File: src/rtl/ro_pkg.sv
// Shared types and constants for the ring-oscillator frequency comparison chain.
// The default count width is shared with the downstream up/down counter.
package ro_pkg;

  localparam int RO_CNT_W = 16;

  typedef enum logic [1:0] {
    IDLE  = 2'd0,
    COUNT = 2'd1,
    EVAL  = 2'd2
  } ro_state_e;

endpackage

File: src/rtl/ro_edge_sync.sv
// Brings one asynchronous ring-oscillator output into the clk domain and
// flags each rising edge as a single-cycle pulse.
module ro_edge_sync
  import ro_pkg::*;
#(
  parameter int SYNC_STAGES = 2
) (
  input  logic clk,
  input  logic reset,
  input  logic async_in,
  output logic rise_pulse
);

  logic [SYNC_STAGES-1:0] sync_q;
  logic [SYNC_STAGES-1:0] sync_d;
  logic                   prev_q;
  logic                   prev_d;

  // Shift chain and previous-value flop inputs.
  always_comb begin
    sync_d = {sync_q[SYNC_STAGES-2:0], async_in};
    prev_d = sync_q[SYNC_STAGES-1];
  end

  // Synchronizer and edge-detect registers.
  always_ff @(posedge clk) begin
    if (reset) begin
      sync_q <= '0;
      prev_q <= 1'b0;
    end else begin
      sync_q <= sync_d;
      prev_q <= prev_d;
    end
  end

  assign rise_pulse = sync_q[SYNC_STAGES-1] & ~prev_q;

endmodule

File: src/rtl/ro_freq_compare.sv
// Counts ro_a/ro_b rising edges over a fixed gate window and emits one up or
// down pulse per window according to which oscillator ran faster.
module ro_freq_compare
  import ro_pkg::*;
#(
  parameter int WINDOW_CYCLES = 1024,
  parameter int CNT_W         = RO_CNT_W,
  parameter int DEADBAND      = 0,
  parameter int SYNC_STAGES   = 2
) (
  input  logic             clk,
  input  logic             reset,
  input  logic             enable,
  input  logic             ro_a,
  input  logic             ro_b,
  output logic             up_out,
  output logic             down_out,
  output logic             window_done,
  output logic [CNT_W-1:0] cnt_a,
  output logic [CNT_W-1:0] cnt_b
);

  localparam int WIN_W = (WINDOW_CYCLES > 2) ? $clog2(WINDOW_CYCLES) : 1;
  localparam int CMP_W = CNT_W + 1;
  localparam logic [WIN_W-1:0] WIN_LAST     = WIN_W'(WINDOW_CYCLES - 1);
  localparam logic [CMP_W-1:0] DEADBAND_EXT = CMP_W'(DEADBAND);
  localparam logic [CNT_W-1:0] CNT_MAX      = {CNT_W{1'b1}};

  ro_state_e        state_q, state_d;
  logic [WIN_W-1:0] win_q, win_d;
  logic [CNT_W-1:0] edge_a_q, edge_a_d;
  logic [CNT_W-1:0] edge_b_q, edge_b_d;
  logic             up_q, up_d;
  logic             down_q, down_d;
  logic             done_q, done_d;
  logic [CNT_W-1:0] cnt_a_q, cnt_a_d;
  logic [CNT_W-1:0] cnt_b_q, cnt_b_d;

  logic             rise_a_s;
  logic             rise_b_s;
  logic [CMP_W-1:0] a_ext_s;
  logic [CMP_W-1:0] b_ext_s;
  logic             a_gt_s;
  logic             b_gt_s;

  ro_edge_sync #(.SYNC_STAGES(SYNC_STAGES)) u_sync_a (
    .clk        (clk),
    .reset      (reset),
    .async_in   (ro_a),
    .rise_pulse (rise_a_s)
  );

  ro_edge_sync #(.SYNC_STAGES(SYNC_STAGES)) u_sync_b (
    .clk        (clk),
    .reset      (reset),
    .async_in   (ro_b),
    .rise_pulse (rise_b_s)
  );

  // One extra bit keeps count + DEADBAND from overflowing.
  always_comb begin
    a_ext_s = {1'b0, edge_a_q};
    b_ext_s = {1'b0, edge_b_q};
    a_gt_s  = (a_ext_s > (b_ext_s + DEADBAND_EXT));
    b_gt_s  = (b_ext_s > (a_ext_s + DEADBAND_EXT));
  end

  // State register.
  always_ff @(posedge clk) begin
    if (reset) begin
      state_q <= IDLE;
    end else begin
      state_q <= state_d;
    end
  end

  // Next-state logic; a dropped enable aborts a window in progress.
  always_comb begin
    state_d = state_q;
    case (state_q)
      IDLE: begin
        if (enable) state_d = COUNT;
        else        state_d = IDLE;
      end
      COUNT: begin
        if (!enable)               state_d = IDLE;
        else if (win_q == WIN_LAST) state_d = EVAL;
        else                       state_d = COUNT;
      end
      EVAL: begin
        if (enable) state_d = COUNT;
        else        state_d = IDLE;
      end
      default: state_d = IDLE;
    endcase
  end

  // Window and saturating edge counters; only live while in COUNT.
  always_comb begin
    win_d    = win_q;
    edge_a_d = edge_a_q;
    edge_b_d = edge_b_q;
    case (state_q)
      COUNT: begin
        if (enable) begin
          win_d = win_q + WIN_W'(1);
          if (rise_a_s && (edge_a_q != CNT_MAX)) edge_a_d = edge_a_q + CNT_W'(1);
          else                                   edge_a_d = edge_a_q;
          if (rise_b_s && (edge_b_q != CNT_MAX)) edge_b_d = edge_b_q + CNT_W'(1);
          else                                   edge_b_d = edge_b_q;
        end else begin
          win_d    = '0;
          edge_a_d = '0;
          edge_b_d = '0;
        end
      end
      IDLE, EVAL: begin
        win_d    = '0;
        edge_a_d = '0;
        edge_b_d = '0;
      end
      default: begin
        win_d    = '0;
        edge_a_d = '0;
        edge_b_d = '0;
      end
    endcase
  end

  // Output logic: the EVAL-cycle decision is registered for the next cycle.
  always_comb begin
    up_d    = 1'b0;
    down_d  = 1'b0;
    done_d  = 1'b0;
    cnt_a_d = cnt_a_q;
    cnt_b_d = cnt_b_q;
    if (state_q == EVAL) begin
      up_d    = a_gt_s;
      down_d  = b_gt_s;
      done_d  = 1'b1;
      cnt_a_d = edge_a_q;
      cnt_b_d = edge_b_q;
    end else begin
      up_d    = 1'b0;
      down_d  = 1'b0;
      done_d  = 1'b0;
      cnt_a_d = cnt_a_q;
      cnt_b_d = cnt_b_q;
    end
  end

  // Counter and output registers.
  always_ff @(posedge clk) begin
    if (reset) begin
      win_q    <= '0;
      edge_a_q <= '0;
      edge_b_q <= '0;
      up_q     <= 1'b0;
      down_q   <= 1'b0;
      done_q   <= 1'b0;
      cnt_a_q  <= '0;
      cnt_b_q  <= '0;
    end else begin
      win_q    <= win_d;
      edge_a_q <= edge_a_d;
      edge_b_q <= edge_b_d;
      up_q     <= up_d;
      down_q   <= down_d;
      done_q   <= done_d;
      cnt_a_q  <= cnt_a_d;
      cnt_b_q  <= cnt_b_d;
    end
  end

  assign up_out      = up_q;
  assign down_out    = down_q;
  assign window_done = done_q;
  assign cnt_a       = cnt_a_q;
  assign cnt_b       = cnt_b_q;

endmodule

File: config.mk
export PLATFORM = sky130hd
export DESIGN_NAME = ro_freq_compare
export DESIGN_NICKNAME = d
export VERILOG_FILES = /design/src/rtl/ro_pkg.sv /design/src/rtl/ro_edge_sync.sv /design/src/rtl/ro_freq_compare.sv
export SDC_FILE = /design/constraint.sdc
export NUM_CORES = 1
export LEC_CHECK = 0
export ABC_AREA = 1
export CAP_MARGIN = 0
export CORE_MARGIN = 1
export CORE_UTILIZATION = 50
export DETAILED_ROUTE_END_ITERATION = 10
export PLACE_DENSITY_LB_ADDON = 0.25
export SLEW_MARGIN = 5
export SYNTH_ARGS = -nofsm -noshare
export SYNTH_HDL_FRONTEND = slang
export SYNTH_HIERARCHICAL = 1
export SYNTH_SLANG_ARGS = --single-unit
File: constraint.sdc
create_clock -name clk -period 1.3 [get_ports clk]
set_input_delay 0.13 -clock clk [delete_from_list [all_inputs] [get_ports clk]]
set_output_delay 0.13 -clock clk [all_outputs]
set_load 0.02 [all_outputs]
==> impl_metrics.json <==
{
  "place_congestion": 0.876,
  "worst_slack_ns": -0.193,
  "pin_count_of_the_biggest_net_entering_global_routing": 34,
  "multi_input_comb_area_sq_um": 2580,
  "critical_path.reg2reg.endpoint": "edge_a_q[3]",
  "hpwl_mm": 8.11,
  "synth.top_cells.by_area": "sky130_fd_sc_hd__dfxtp_1 42%, sky130_fd_sc_hd__nand2_1 11%, sky130_fd_sc_hd__nor2_1 7.3%, sky130_fd_sc_hd__a21oi_1 7.0%, sky130_fd_sc_hd__ha_1 5.8%",
  "drc": 0,
  "post_synthesis_async_set_or_reset_flop_share_pct": 0,
  "cts.clk_slew.worst_paths_ns": 0.09,
  "min_delay_path_depth": 3,
  "design_power_total_mw": 4.48,
  "cts_made_buffers": 9,
  "cts_tree": "yes",
  "synth_largest_area_cell": "sky130_fd_sc_hd__dfxtp_1",
  "reg2reg_from": "edge_a_q[1]",
  "ys_types": 28,
  "std_cell_rows": 32,
  "dr_total_vias": 4405,
  "post_cts_hold_buffer_count": 0,
  "run_status": "finished, violations left",
  "synth.yosys.seq_area_share_pct": 41.8,
  "timing.final.setup_violations": 34,
  "synth_edf_count": 0,
  "final_layout_size_suffix_gt1_share_pct": 40.6,
  "power.ir.vdd_worst_v": 0.000572,
  "timing.critical_path.to_type": "register",
  "avgViaCountPerCell": 5.42,
  "floorplan.io_pins": 40,
  "n_antenna_cell": 0,
  "first_global_vias": 4329,
  "critPathRequiredTime_ns": 1.59,
  "num-fill-cells": 503,
  "hp-start": "ro_b",
  "critical_path_class": "reg2reg",
  "synth.net_count": 582,
  "syn-instance-count": 558,
  "max_cap_violations": 0,
  "max_slew.worst_pin.slew_ns": 0.321,
  "violations": "negative setup slack",
  "synth_top_cell_area_share_pct": 41.8,
  "layout_commonest_cell": "sky130_fd_sc_hd__buf_4",
  "placed_cell_area_sq_um": 5320,
  "fp.dieW_um": 92.2,
  "slew_violations": 0,
  "nNetsFinal": 730,
  "grt_util_all_layers_pct": 28.8,
  "finalWirelength_mm": 13.3,
  "clock_skew_ns": 0.0151,
  "floorplan.die.height_um": 92.2,
  "worstSkewPairLatency_ns": 0.36,
  "timing.fmax_mhz": 670,
  "dr.first_iter.drc_count": 248,
  "min_delay_worst_endpoint": "u_sync_b/sync_q[0]",
  "mostFrequentLayoutCells": "98 x sky130_fd_sc_hd__buf_4, 87 x sky130_fd_sc_hd__nand2_1, 57 x sky130_fd_sc_hd__nor2_1, 52 x sky130_fd_sc_hd__dfxtp_1, 44 x sky130_fd_sc_hd__a21oi_1",
  "hp-class": "in2reg",
  "whs_ns": 0.279,
  "clock-root-buffer": "sky130_fd_sc_hd__clkbuf_8",
  "initial_utilization_pct": 52.1,
  "worst_slew_margin_rel_pct": 78.6,
  "clock_tree.buffer_depth": 2,
  "avg_inst_size_synth_sq_um": 7.29,
  "ant_nets": 0,
  "die_outline_area_sq_um": 8500,
  "grt_overflow_total": 0,
  "area_growth_syn_to_layout_pct": 51.8,
  "leakage_nw": 2.70,
  "initial_antenna_violation_count": 0,
  "grt_pass1_wl_mm": 19.3,
  "grt_setup_unrepaired": "yes",
  "critical_path.startpoint": "edge_a_q[1]",
  "post-route-cell-area_sq_um": 6170,
  "core-area_sq_um": 7810,
  "critical_path.startpoint_type": "register",
  "netlist_area_sq_um": 4070,
  "worst_reg2reg_setup_slack_ns": -0.19,
  "period_minus_slack_ns": 1.49,
  "yosys_warnings": 6,
  "port-buffer-count": 39,
  "layout.area.seq_sq_um": 1770,
  "timing_hold_violations_final": 0,
  "cts_htree_levels": 3,
  "final.period_utilization_pct": 115,
  "synth.ff_latch_count": 85,
  "pwr_density_cell_nw_per_um2": 726,
  "cp.arrival_ns": 1.79,
  "post_detailed_route_wirelength_per_cell_um": 16.4,
  "count_of_cells_along_the_worst_register_to_register_path": 8,
  "top_flip_flop_cell_by_instance_count_after_synthesis": "sky130_fd_sc_hd__dfxtp_1",
  "drt_pass1_iterations": 5,
  "clock-sinks": 85,
  "critical_path.max_fanout": 8
}
-- cells by family (layout without fill, tap and decap cells) --
family                     after synthesis  after routing  share of synthesized area [%]
AOI/OAI and AO/OA                      114            114                           15.4
xor gates and xnor gates                13             13                           2.80
DFF                                     85             85                           41.8
adders and majority gates               19             19                           5.84
and+or+nand+nor                        253            253                           26.2
buffers and inverters                   74            226                           7.93
-- registers in the layout, indices dropped and copies added (netlist names) --
name             count
cnt_a               16
cnt_b               16
edge_a_q            16
edge_b_q            16
win_q               10
state_q              2
u_sync_a/sync_q      2
u_sync_b/sync_q      2
down_out             1
u_sync_a/prev_q      1
u_sync_b/prev_q      1
up_out               1
window_done          1
-- cell usage after synthesis, types with 5 or more instances --
master,number
sky130_fd_sc_hd__a21oi_1,57
sky130_fd_sc_hd__a21oi_2,11
sky130_fd_sc_hd__buf_2,6
sky130_fd_sc_hd__clkbuf_1,6
sky130_fd_sc_hd__dfxtp_1,85
sky130_fd_sc_hd__ha_1,19
sky130_fd_sc_hd__inv_1,54
sky130_fd_sc_hd__nand2_1,119
sky130_fd_sc_hd__nand3_1,22
sky130_fd_sc_hd__nand4_1,15
sky130_fd_sc_hd__nor2_1,79
sky130_fd_sc_hd__nor2_2,5
sky130_fd_sc_hd__o21ai_0,41
sky130_fd_sc_hd__xor2_1,12
-- layout make-up --
cell class	count	area share, %
Inverter	55	3.38
Multi-Input combinational cell	399	41.7
Clock inverter	3	0.324
Tap cell	102	2.07
Timing Repair Buffer	156	21.5
Sequential cell	85	28.7
Clock buffer	12	2.35
-- through the flow --
stage	setup WS, ns	TNS (ns)	util [%]	cells
5_1_grt	-0.239	-5.58	79.1	812
2_1_floorplan	0.00507	0	-	558
3_5_place_dp	-0.169	-6.74	68.2	781
6_report	-0.193	-4.08	79.1	812
3_3_place_gp	-0.121	-3.98	68.2	781
4_1_cts	-0.114	-2.29	74.2	805
-- worst max-delay path, cell delays in order, from the launching register on --
cell	delay, ns
sky130_fd_sc_hd__dfxtp_4	0.39
sky130_fd_sc_hd__ha_4	0.17
sky130_fd_sc_hd__nand2_4	0.06
sky130_fd_sc_hd__nor2_4	0.12
sky130_fd_sc_hd__nand2_4	0.10
sky130_fd_sc_hd__o21ai_4	0.21
sky130_fd_sc_hd__buf_8	0.19
sky130_fd_sc_hd__nand2_4	0.06
sky130_fd_sc_hd__a21oi_2	0.13
-- worst max-delay path by stage --
stage | to | depth (start not counted) | slack, ns
floorplan | edge_b_q[11] | 9 | 0.005
global placement | edge_b_q[1] | 8 | -0.12
detailed placement | up_out | 7 | -0.17
CTS | edge_b_q[11] | 8 | -0.11
global route | edge_a_q[3] | 8 | -0.24
finish | edge_a_q[3] | 8 | -0.19
-- power by group --
part | switching [mW] | internal (mW)
sequential | 0.00553 | 2.59
combinational | 0.0989 | 0.0698
clock | 0.977 | 0.742
total | 1.08 | 3.40
-- routing by layer --
metal / GRT usage [%] / part of all wire (%)
met5: 0 / 0
met2: 54.0 / 52
met3: 3.81 / 3.9
met4: 14.3 / 4.6
met1: 31.4 / 39
-- what timing repair did --
| action | 4_1_cts | 5_1_grt |
|---|---|---|
| resized for setup | 124 | 96 |
| buffers inserted | 9 | 9 |
| pin swaps | 42 | 39 |
| setup endpoints to repair | 67 | 38 |
(Power assumes the default switching activity.)
